--- src/rtl/mask_index_streamer_pkg.sv ---
// Shared types and helpers for the mask index streamer.
//   idx_t         : index type for the default mask width
//   state_t       : scanner FSM state
//   onehot_to_bin : one-hot to binary encoder, also usable by arbiters.
//                   Handles one-hot vectors up to OH_MAX bits wide.
package mask_index_streamer_pkg;

    localparam int N_DEF  = 10;
    localparam int LG_DEF = $clog2(N_DEF);
    localparam int OH_MAX = 64;
    localparam int OH_LG  = 6;

    typedef logic [LG_DEF-1:0] idx_t;

    typedef enum logic {
        IDLE = 1'b0,
        BUSY = 1'b1
    } state_t;

    // OR of the positions of all set bits.
    // For a one-hot input this is exactly its index.
    // An all-zero input encodes to 0.
    function automatic logic [OH_LG-1:0] onehot_to_bin(input logic [OH_MAX-1:0] oh);
        logic [OH_LG-1:0] b;
        b = '0;
        for (int i = 0; i < OH_MAX; i++)
            if (oh[i]) b = b | OH_LG'(i);
        return b;
    endfunction

endpackage

--- src/rtl/mask_index_streamer_if.sv ---
// Handshake bundle for mask_index_streamer.
//   i_mask / i_mask_rdy / o_mask_ack              : mask input channel
//   o_idx / o_first / o_last / o_idx_rdy / i_idx_ack : index output channel
// The slave modport is the streamer itself.
// The master modport is the side that produces masks and consumes indices.
interface mask_index_streamer_if #(
    parameter int N = 10
);
    import mask_index_streamer_pkg::*;

    logic [N-1:0]         i_mask;
    logic                 i_mask_rdy;
    logic                 o_mask_ack;
    logic [$clog2(N)-1:0] o_idx;
    logic                 o_first;
    logic                 o_last;
    logic                 o_idx_rdy;
    logic                 i_idx_ack;

    modport slave (
        input  i_mask, i_mask_rdy, i_idx_ack,
        output o_mask_ack, o_idx, o_first, o_last, o_idx_rdy
    );

    modport master (
        output i_mask, i_mask_rdy, i_idx_ack,
        input  o_mask_ack, o_idx, o_first, o_last, o_idx_rdy
    );
endinterface

--- src/rtl/mask_index_streamer_lsb_onehot_find.sv ---
// Find-first-set from the LSB.
//   rem : vector to scan
//   low : one-hot of the lowest set bit of rem; all zero when rem == 0
// seen[i] is the prefix OR of rem[i-1:0].
// A bit survives into low only if no lower bit is set.
module lsb_onehot_find #(
    parameter int N = 10
) (
    input  logic [N-1:0] rem,
    output logic [N-1:0] low
);
    logic [N-1:0] seen;

    always_comb begin
        seen = '0;
        for (int i = 1; i < N; i++)
            seen[i] = seen[i-1] | rem[i-1];
    end

    assign low = rem & ~seen;
endmodule

--- src/rtl/mask_index_streamer.sv ---
// Streams the index of every set bit of an accepted mask, lowest bit first,
// one index per accepted output transfer.
//   i_clk, i_rst   : clock and asynchronous active-low reset
//   bus (slave)    : mask in  (i_mask, i_mask_rdy, o_mask_ack)
//                    index out (o_idx, o_first, o_last, o_idx_rdy, i_idx_ack)
// The index outputs are decoded from registers only.
// The single combinational input-to-output path is i_idx_ack -> o_mask_ack.
// That path lets a new mask load on the same cycle the last index leaves.
// N must not exceed the encoder width in the package (64).
module mask_index_streamer
    import mask_index_streamer_pkg::*;
#(
    parameter int N = 10
) (
    input  logic                  i_clk,
    input  logic                  i_rst,
    mask_index_streamer_if.slave  bus
);
    localparam int LG = $clog2(N);

    state_t       state;
    logic [N-1:0] rem;
    logic [N-1:0] low;
    logic         first_r;
    logic         idx_rdy;
    logic         last;
    logic         mask_ack;
    logic         mask_xfer;
    logic         idx_xfer;

    lsb_onehot_find #(.N(N)) u_find (
        .rem (rem),
        .low (low)
    );

    assign idx_rdy = (state == BUSY);

    // Qualified with BUSY so that an idle block (rem == 0) does not show last.
    assign last = idx_rdy && ((rem & ~low) == '0);

    assign mask_ack  = (state == IDLE) | (idx_rdy & bus.i_idx_ack & last);
    assign mask_xfer = bus.i_mask_rdy & mask_ack;
    assign idx_xfer  = idx_rdy & bus.i_idx_ack;

    assign bus.o_idx_rdy  = idx_rdy;
    assign bus.o_first    = first_r;
    assign bus.o_last     = last;
    assign bus.o_mask_ack = mask_ack;
    assign bus.o_idx      = LG'(onehot_to_bin(OH_MAX'(low)));

    always_ff @(posedge i_clk or negedge i_rst) begin
        if (!i_rst) begin
            state   <= IDLE;
            rem     <= '0;
            first_r <= 1'b0;
        end else if (mask_xfer) begin
            // In BUSY this only happens on the last index,
            // so loading the new mask takes priority over retiring the old one.
            // A zero mask is swallowed without producing an index.
            if (bus.i_mask != '0) begin
                rem     <= bus.i_mask;
                first_r <= 1'b1;
                state   <= BUSY;
            end else begin
                rem     <= '0;
                first_r <= 1'b0;
                state   <= IDLE;
            end
        end else if (idx_xfer) begin
            first_r <= 1'b0;
            if (last) begin
                rem   <= '0;
                state <= IDLE;
            end else begin
                rem   <= rem & ~low;
            end
        end
    end
endmodule

--- src/flat_wrapper.sv ---
// flat-port wrapper written by rule: the top's interface ports become plain ports
module mask_index_streamer_flat import mask_index_streamer_pkg::*;
#(
    parameter int N = 10
)
  (i_clk, i_rst, bus_i_mask, bus_i_mask_rdy, bus_i_idx_ack, bus_o_mask_ack, bus_o_idx, bus_o_first, bus_o_last, bus_o_idx_rdy);
  mask_index_streamer_if #(.N(N)) bus_i ();
  input  logic i_clk;
  input  logic i_rst;
  input wire logic [$bits(bus_i.i_mask)-1:0] bus_i_mask;
  input wire logic [$bits(bus_i.i_mask_rdy)-1:0] bus_i_mask_rdy;
  input wire logic [$bits(bus_i.i_idx_ack)-1:0] bus_i_idx_ack;
  output wire logic [$bits(bus_i.o_mask_ack)-1:0] bus_o_mask_ack;
  output wire logic [$bits(bus_i.o_idx)-1:0] bus_o_idx;
  output wire logic [$bits(bus_i.o_first)-1:0] bus_o_first;
  output wire logic [$bits(bus_i.o_last)-1:0] bus_o_last;
  output wire logic [$bits(bus_i.o_idx_rdy)-1:0] bus_o_idx_rdy;
  assign bus_i.i_mask = bus_i_mask;
  assign bus_i.i_mask_rdy = bus_i_mask_rdy;
  assign bus_i.i_idx_ack = bus_i_idx_ack;
  assign bus_o_mask_ack = bus_i.o_mask_ack;
  assign bus_o_idx = bus_i.o_idx;
  assign bus_o_first = bus_i.o_first;
  assign bus_o_last = bus_i.o_last;
  assign bus_o_idx_rdy = bus_i.o_idx_rdy;
  mask_index_streamer #(.N(N)) u_core (.i_clk(i_clk), .i_rst(i_rst), .bus(bus_i));
endmodule
--- config.mk ---
export PLATFORM = sky130hd
export DESIGN_NAME = mask_index_streamer_flat
export DESIGN_NICKNAME = d
export VERILOG_FILES = /design/src/rtl/mask_index_streamer_pkg.sv /design/src/rtl/mask_index_streamer_if.sv /design/src/rtl/mask_index_streamer_lsb_onehot_find.sv /design/src/rtl/mask_index_streamer.sv /design/src/flat_wrapper.sv
export SDC_FILE = /design/constraint.sdc
export NUM_CORES = 1
export LEC_CHECK = 0
export BUFFER_PORTS_ARGS = -buffer_cell sky130_fd_sc_hd__buf_2
export CAP_MARGIN = 0
export CORE_MARGIN = 10
export CORE_UTILIZATION = 49
export CTS_BUF_LIST = sky130_fd_sc_hd__clkbuf_4
export DETAILED_ROUTE_END_ITERATION = 8
export PLACE_DENSITY_LB_ADDON = 0.15
export SKIP_CTS_REPAIR_TIMING = 1
export SYNTH_ARGS = -nofsm -noshare
export SYNTH_HDL_FRONTEND = slang
export SYNTH_HIERARCHICAL = 1
export SYNTH_SLANG_ARGS = --single-unit
--- constraint.sdc ---
create_clock -name i_clk -period 2.45 [get_ports i_clk]
set_input_delay 0.1225 -clock i_clk [delete_from_list [all_inputs] [get_ports i_clk]]
set_output_delay 0.1225 -clock i_clk [all_outputs]
set_load 0.05 [all_outputs]
After elaboration in Yosys (flattened, before gate mapping)
Index checks and enable logic that the tools add are counted.
W data, S select, Z words.
{ "word_totals": {"regBits": 12, "inputBits": 14} }
{ "classes": {"mux": 19, "bitwise": 17, "reduce_logical": 6} }
{ "ops": {"columns": ["op", "n"], "rows": [
  ["$mux W10", 4],
  ["$and A10 B10 Y10", 2],
  ["$not A10 Y10", 2],
  ["$mux W3", 4],
  ["$logic_not A10 Y1", 1],
  ["$reduce_bool A10 Y1", 1],
  ["$or A1 B1 Y1", 9],
  ["$mux W4", 2],
  ["$mux W1", 7],
  ["$mux W2", 2],
  ["$reduce_bool A2 Y1", 2],
  ["$and A1 B1 Y1", 3],
  ["$reduce_and A2 Y1", 1],
  ["$logic_and A1 B1 Y1", 1],
  ["$not A1 Y1", 1]
]} }

Logic depth before layout (Yosys ltp)
{ "depth": {"ltp_word": 19, "depth_mapped": 8, "depth_no_buf": 6} }

Hierarchy
Netlist, hierarchy kept.
{ "by_module_without_submodules": {"columns": ["module", "instances", "cells_each", "area_each_um2"], "rows": [
  ["mask_index_streamer", 1, 67, 733.2],
  ["lsb_onehot_find", 1, 17, 155.1]
]} }

Least setup slack after synthesis
No wires, ideal clock.
{ "synth_path": {"path_type": "register -> register", "startpoint": "register u_core.rem[0]", "endpoint": "register u_core.rem[1]", "setup_ns": 0.125, "t_arrival_ns": 2.513, "required_ns": 2.325, "path_slack_ns": -0.188, "stages_incl_launch_ff": 9, "path_buffers": 2, "synth_period_minus_slack_ns": 2.638, "path_cell_list": "dfrtp_1 or4_4 buf_6 nor4b_4 inv_1 a222oi_1 a41oi_1 buf_6 mux2_4"} }
{ "synth_via": {"word_cells_on_any_way": 21, "cone_classes": "3 x mux; 15 x bitwise; 3 x reduce/logical"} }
{ "synth_lines": {"columns": ["element", "line_no", "source"], "rows": [
  ["from (decl)", "mask_index_streamer.sv:22", "logic [N-1:0] rem;"],
  ["from (signal assigned)", "mask_index_streamer.sv:61", "rem <= bus.i_mask;"],
  ["from (signal assigned)", "mask_index_streamer.sv:75", "rem <= rem & ~low;"],
  ["$or A1 B1 Y1 * (5 in a row)", "mask_index_streamer_lsb_onehot_find.sv:17", "seen[i] = seen[i-1] | rem[i-1];"],
  ["$not A10 Y10 *", "mask_index_streamer_lsb_onehot_find.sv:20", "assign low = rem & ~seen;"],
  ["$and A10 B10 Y10 *", "mask_index_streamer_lsb_onehot_find.sv:20", null],
  ["named net u_core.low[6]", "mask_index_streamer.sv:23", "logic [N-1:0] low;"],
  ["$not A10 Y10 *", "mask_index_streamer.sv:39", "assign last = idx_rdy && ((rem & ~low) == '0);"],
  ["$and A10 B10 Y10 *", "mask_index_streamer.sv:39", null],
  ["$logic_not A10 Y1 *", "mask_index_streamer.sv:39", null],
  ["$logic_and A1 B1 Y1 *", "mask_index_streamer.sv:39", null],
  ["$and A1 B1 Y1", "mask_index_streamer.sv:41", "assign mask_ack = (state == IDLE) | (idx_rdy & bus.i_idx_ack & last);"],
  ["$or A1 B1 Y1", "mask_index_streamer.sv:41", null],
  ["$and A1 B1 Y1", "mask_index_streamer.sv:42", "assign mask_xfer = bus.i_mask_rdy & mask_ack;"],
  ["$mux W10 / $reduce_bool A2 Y1 (equally long branches)", null, null]
]} }
Mark *: on every way through the listed nets, which the timed path passes. The rest lies on a longest branch. The select of a mux whose other input is x is not followed.
A chain may end at the register's enable or synchronous reset.

Worst setup path after layout
{ "layout_path": {"startpoint": "register u_core.rem[2]", "endpoint": "output port bus_o_mask_ack"} }
{ "layout_via": {"word_cells_on_any_way": 15, "cone_classes": "13 x bitwise; 2 x reduce/logical"} }
{ "layout_lines": {"columns": ["element", "line_no", "source"], "rows": [
  ["$or A1 B1 Y1 (4 in a row)", "mask_index_streamer_lsb_onehot_find.sv:17", null],
  ["$not A10 Y10", "mask_index_streamer_lsb_onehot_find.sv:20", null],
  ["$and A10 B10 Y10", "mask_index_streamer_lsb_onehot_find.sv:20", null],
  ["named net u_core.low[6]", "mask_index_streamer.sv:23", null],
  ["$not A10 Y10", "mask_index_streamer.sv:39", null],
  ["$and A10 B10 Y10", "mask_index_streamer.sv:39", null],
  ["$logic_not A10 Y1", "mask_index_streamer.sv:39", null],
  ["$logic_and A1 B1 Y1", "mask_index_streamer.sv:39", null],
  ["$and A1 B1 Y1", "mask_index_streamer.sv:41", null],
  ["$or A1 B1 Y1", "mask_index_streamer.sv:41", null],
  ["to (decl)", "flat_wrapper.sv:13", "output wire logic [$bits(bus_i.o_mask_ack)-1:0] bus_o_mask_ack;"]
]} }
The timed path passes the listed nets, and every way through them passes these cells.

==> run metrics <==
result of the run=complete, but fails checks; violated checks=negative setup slack; commonest non-fill, non-tap cells in the layout=buf_4 (22), buf_2 (19), dfrtp_1 (12); RSZ-0062 raised after global routing=yes; launching point of the worst reg2reg path=u_core/rem[2]; max frequency=about 360 MHz; cell accounting for the most synthesized area=dfrtp_1; Iteration-0 DRC Markers=16; worst min-delay path class=in -> reg; Synthesized Nets=98; area of the die=approximately 4000 sq um; peak ir drop on the vdd network=~1100 uV; fill count=around 130; post-route DRC violation count=0; Initial Util=0.514; routability congestion estimate=roughly 0.86; number of flops mapped to enable cells by yosys=0; CP delay by family, top=simple AND/OR/NAND/NOR gates; proportion of synthesized chip area in sequential cells=0.338; max-capacitance violation count=0; final slew viol count=0; cell-by-cell listing of the critical path=or4_4, nor4b_4, inv_1, a222oi_1, buf_4, buf_6, nand4_1, nand2_1, buf_6; CTS clock-pin slew for the worst setup and hold paths=around 0.08 ns; Finish-stage setup viols=14; number of warnings issued by yosys=6; compound-gate portion of the synthesized area=0.145; synthesis-stage register bit count=12; simple-gate share of the synthesized area=0.276; vias in the first global route=between 800 and 900; adder and majority gate portion of the synthesized area=0; H-tree depth=1; most area-consuming cells after synthesis=dfrtp_1 (34%), mux2_4 (15%), a21boi_0 (6.8%), nand2b_1 (4.2%), inv_1 (3.8%); final clock period utilization by the worst path=1.12; Slowest-stage cell, CP=or4_4; detailed-route vias per instance=approximately 5.4; Die X=62.6 microns; dominant combinational cell family by area after synthesis=simple AND/OR/NAND/NOR gates; number of distinct library cells after synthesis=33; worst path bufs/invs=4; logic depth of the worst path, buffers included=9; boundary pin count=22; worst slew margin relative to its limit=0.699; total CTS buffers=3; required time of the critical path=2.33 ns; wire length of the first global-routing pass=just under 4000 microns; fraction of synthesized cell area taken by the top area cell type=0.338; buffer depth of the longest clock path=2; critical path peak fanout=3; leading cell type in the layout, fill and taps excluded=buf_4; Avg Inst Size Synth=roughly 11 sq um; clock sink total=12; Worst-Skew Late Latency=0.28 ns; DPL Wire Length=roughly 1900 microns; antenna violations before repair=0; Power per Cell Area=between 1500 and 2000 nW/um^2; worst-case clock skew=0.00264 ns; CP Launch Type=flop; most common cell type on the critical path=buf_6; cells on worst reg2reg path=9; depth of the worst hold-timing path=2; Setup WS post-layout=-0.306 ns; synthesis-to-layout area growth=42.3%; remaining number of nets flagged by the antenna check after routing=0; vias post-DR=about 840; setup slack of the most critical reg-to-reg path=-0.28 ns; path type of the worst setup path=reg -> out; count of final hold-check violations=0; Core Util, Final=0.732; Die H=~63 microns; shortest period the worst path allows=about 2.8 ns; slew at the pin with the worst max-slew slack=around 0.45 ns; iteration count of the initial detailed-routing pass=4; combined global-route utilization of all metal layers=0.116; routed length per placed instance=~16 microns; hold path start=bus_i_mask[1]; Async S/R FF share, synth=1.00; TritonCTS clock tree=built; largest net degree at the start of global routing=13; Critical Path Sink Type=primary output; share of post-route cells with drive strength above 1=0.511; count of nets after finishing=146; post-place instance area=about 1100 sq um; leakage power total=around 0.63 nW; Post-Syn Area=a little under 900 sq um; Worst EP arrival=approximately 2.6 ns; post-route standard cell area excluding fillers=about 1300 sq um; XOR/XNOR Fraction of Synth Area=0; total chip power=2.01 mW; post-synthesis mux area share=0.165; n_diodes=0; buffers added on ports=21; buffer cell driving the clock tree root=clkbuf_4; Gate Count Post-Synth=between 80 and 90; largest incremental delay on the critical path=0.57 ns; top_reg_cell synth=dfrtp_1; total routed wirelength=about 2500 microns; num rows=15; gr ovfl total=0; critical path launch point=u_core/rem[2]; placeable core region=1730 sq um
## synth_stat cells (2+ instances only)
cell and instances:
a21boi_0 8, a21oi_1 2, and2_1 2, buf_6 2, dfrtp_1 12, inv_1 9, mux2_4 9, nand2_1 2
nand2b_1 6, nor2_1 4, nor3_1 2, o2111a_1 2, o2bb2ai_1 2, or4_1 3
## per-layer routing
metal / vias to the layer above / track usage / routed length (microns)
met5: - / 0 / 0
met4: 0 / 0.0335 / 39
met3: 6 / 0.0305 / 207
met2: 28 / 0.195 / 1250
met1: 397 / 0.140 / 1040
li1: 405 / - / -
## final cells by class
type	instances	area, sq um	area share
Multi-Input combinational cell	59	546	0.432
Timing Repair Buffer	47	327	0.258
Sequential cell	12	300	0.238
Inverter	9	33.8	0.0267
Tap cell	25	31.3	0.0248
Clock buffer	3	22.5	0.0178
Clock inverter	1	3.75	0.00297
## where the power goes
part	total, mW	internal, mW	switching (mW)
registers	0.355	0.283	0.0718
logic	1.52	0.685	0.837
clock network	0.131	0.0591	0.0724
total	2.01	1.03	0.981
## through the flow
| stage | setup slack (ns) | hold WS [ns] | TNS [ns] | cells |
|---|---|---|---|---|
| after CTS | -0.394 | -0.282 | -2.50 | 149 |
| final | -0.306 | 0.0834 | -3.23 | 156 |
| after floorplan | -0.121 | -0.173 | -1.09 | 84 |
| after detailed placement | -0.162 | 0.0137 | -1.61 | 145 |
| after global placement | -0.159 | 0.0150 | -1.64 | 145 |
| after global routing | -0.409 | 0.0874 | -4.56 | 156 |
## registers in the layout, summed over array words and instances (netlist names)
signal                flops
u_core/rem               10
u_core/bus.o_idx_rdy      1
u_core/bus.o_first        1
## worst reg2reg max path, delay by kind of cell, from the launching register on
kind	cells	cell delay [ns]
and+or+nand+nor	2	0.87
DFF	1	0.39
AOI/OAI and AO/OA	2	0.47
muxes	1	0.30
buffers and inverters	4	0.59
## kinds of logic (layout without fill, tap and decap cells)
group                  count (synthesis)  in the layout
AND/OR/NAND/NOR                       33             33
AO/OA/AOI/OAI                         16             16
buffers and inverters                 13             60
flip-flops                            12             12
multiplexers                          10             10
## final timing paths
kind / end
setup / recovery: bus_o_mask_ack
setup reg to reg: u_core/rem[7]
max in group asynchronous: u_core/rem[4]
min in group asynchronous: u_core/rem[0]
hold / removal: u_core/rem[1]
hold reg to reg: u_core/bus.o_first
No activity file was read; power rests on OpenSTA's default activity.
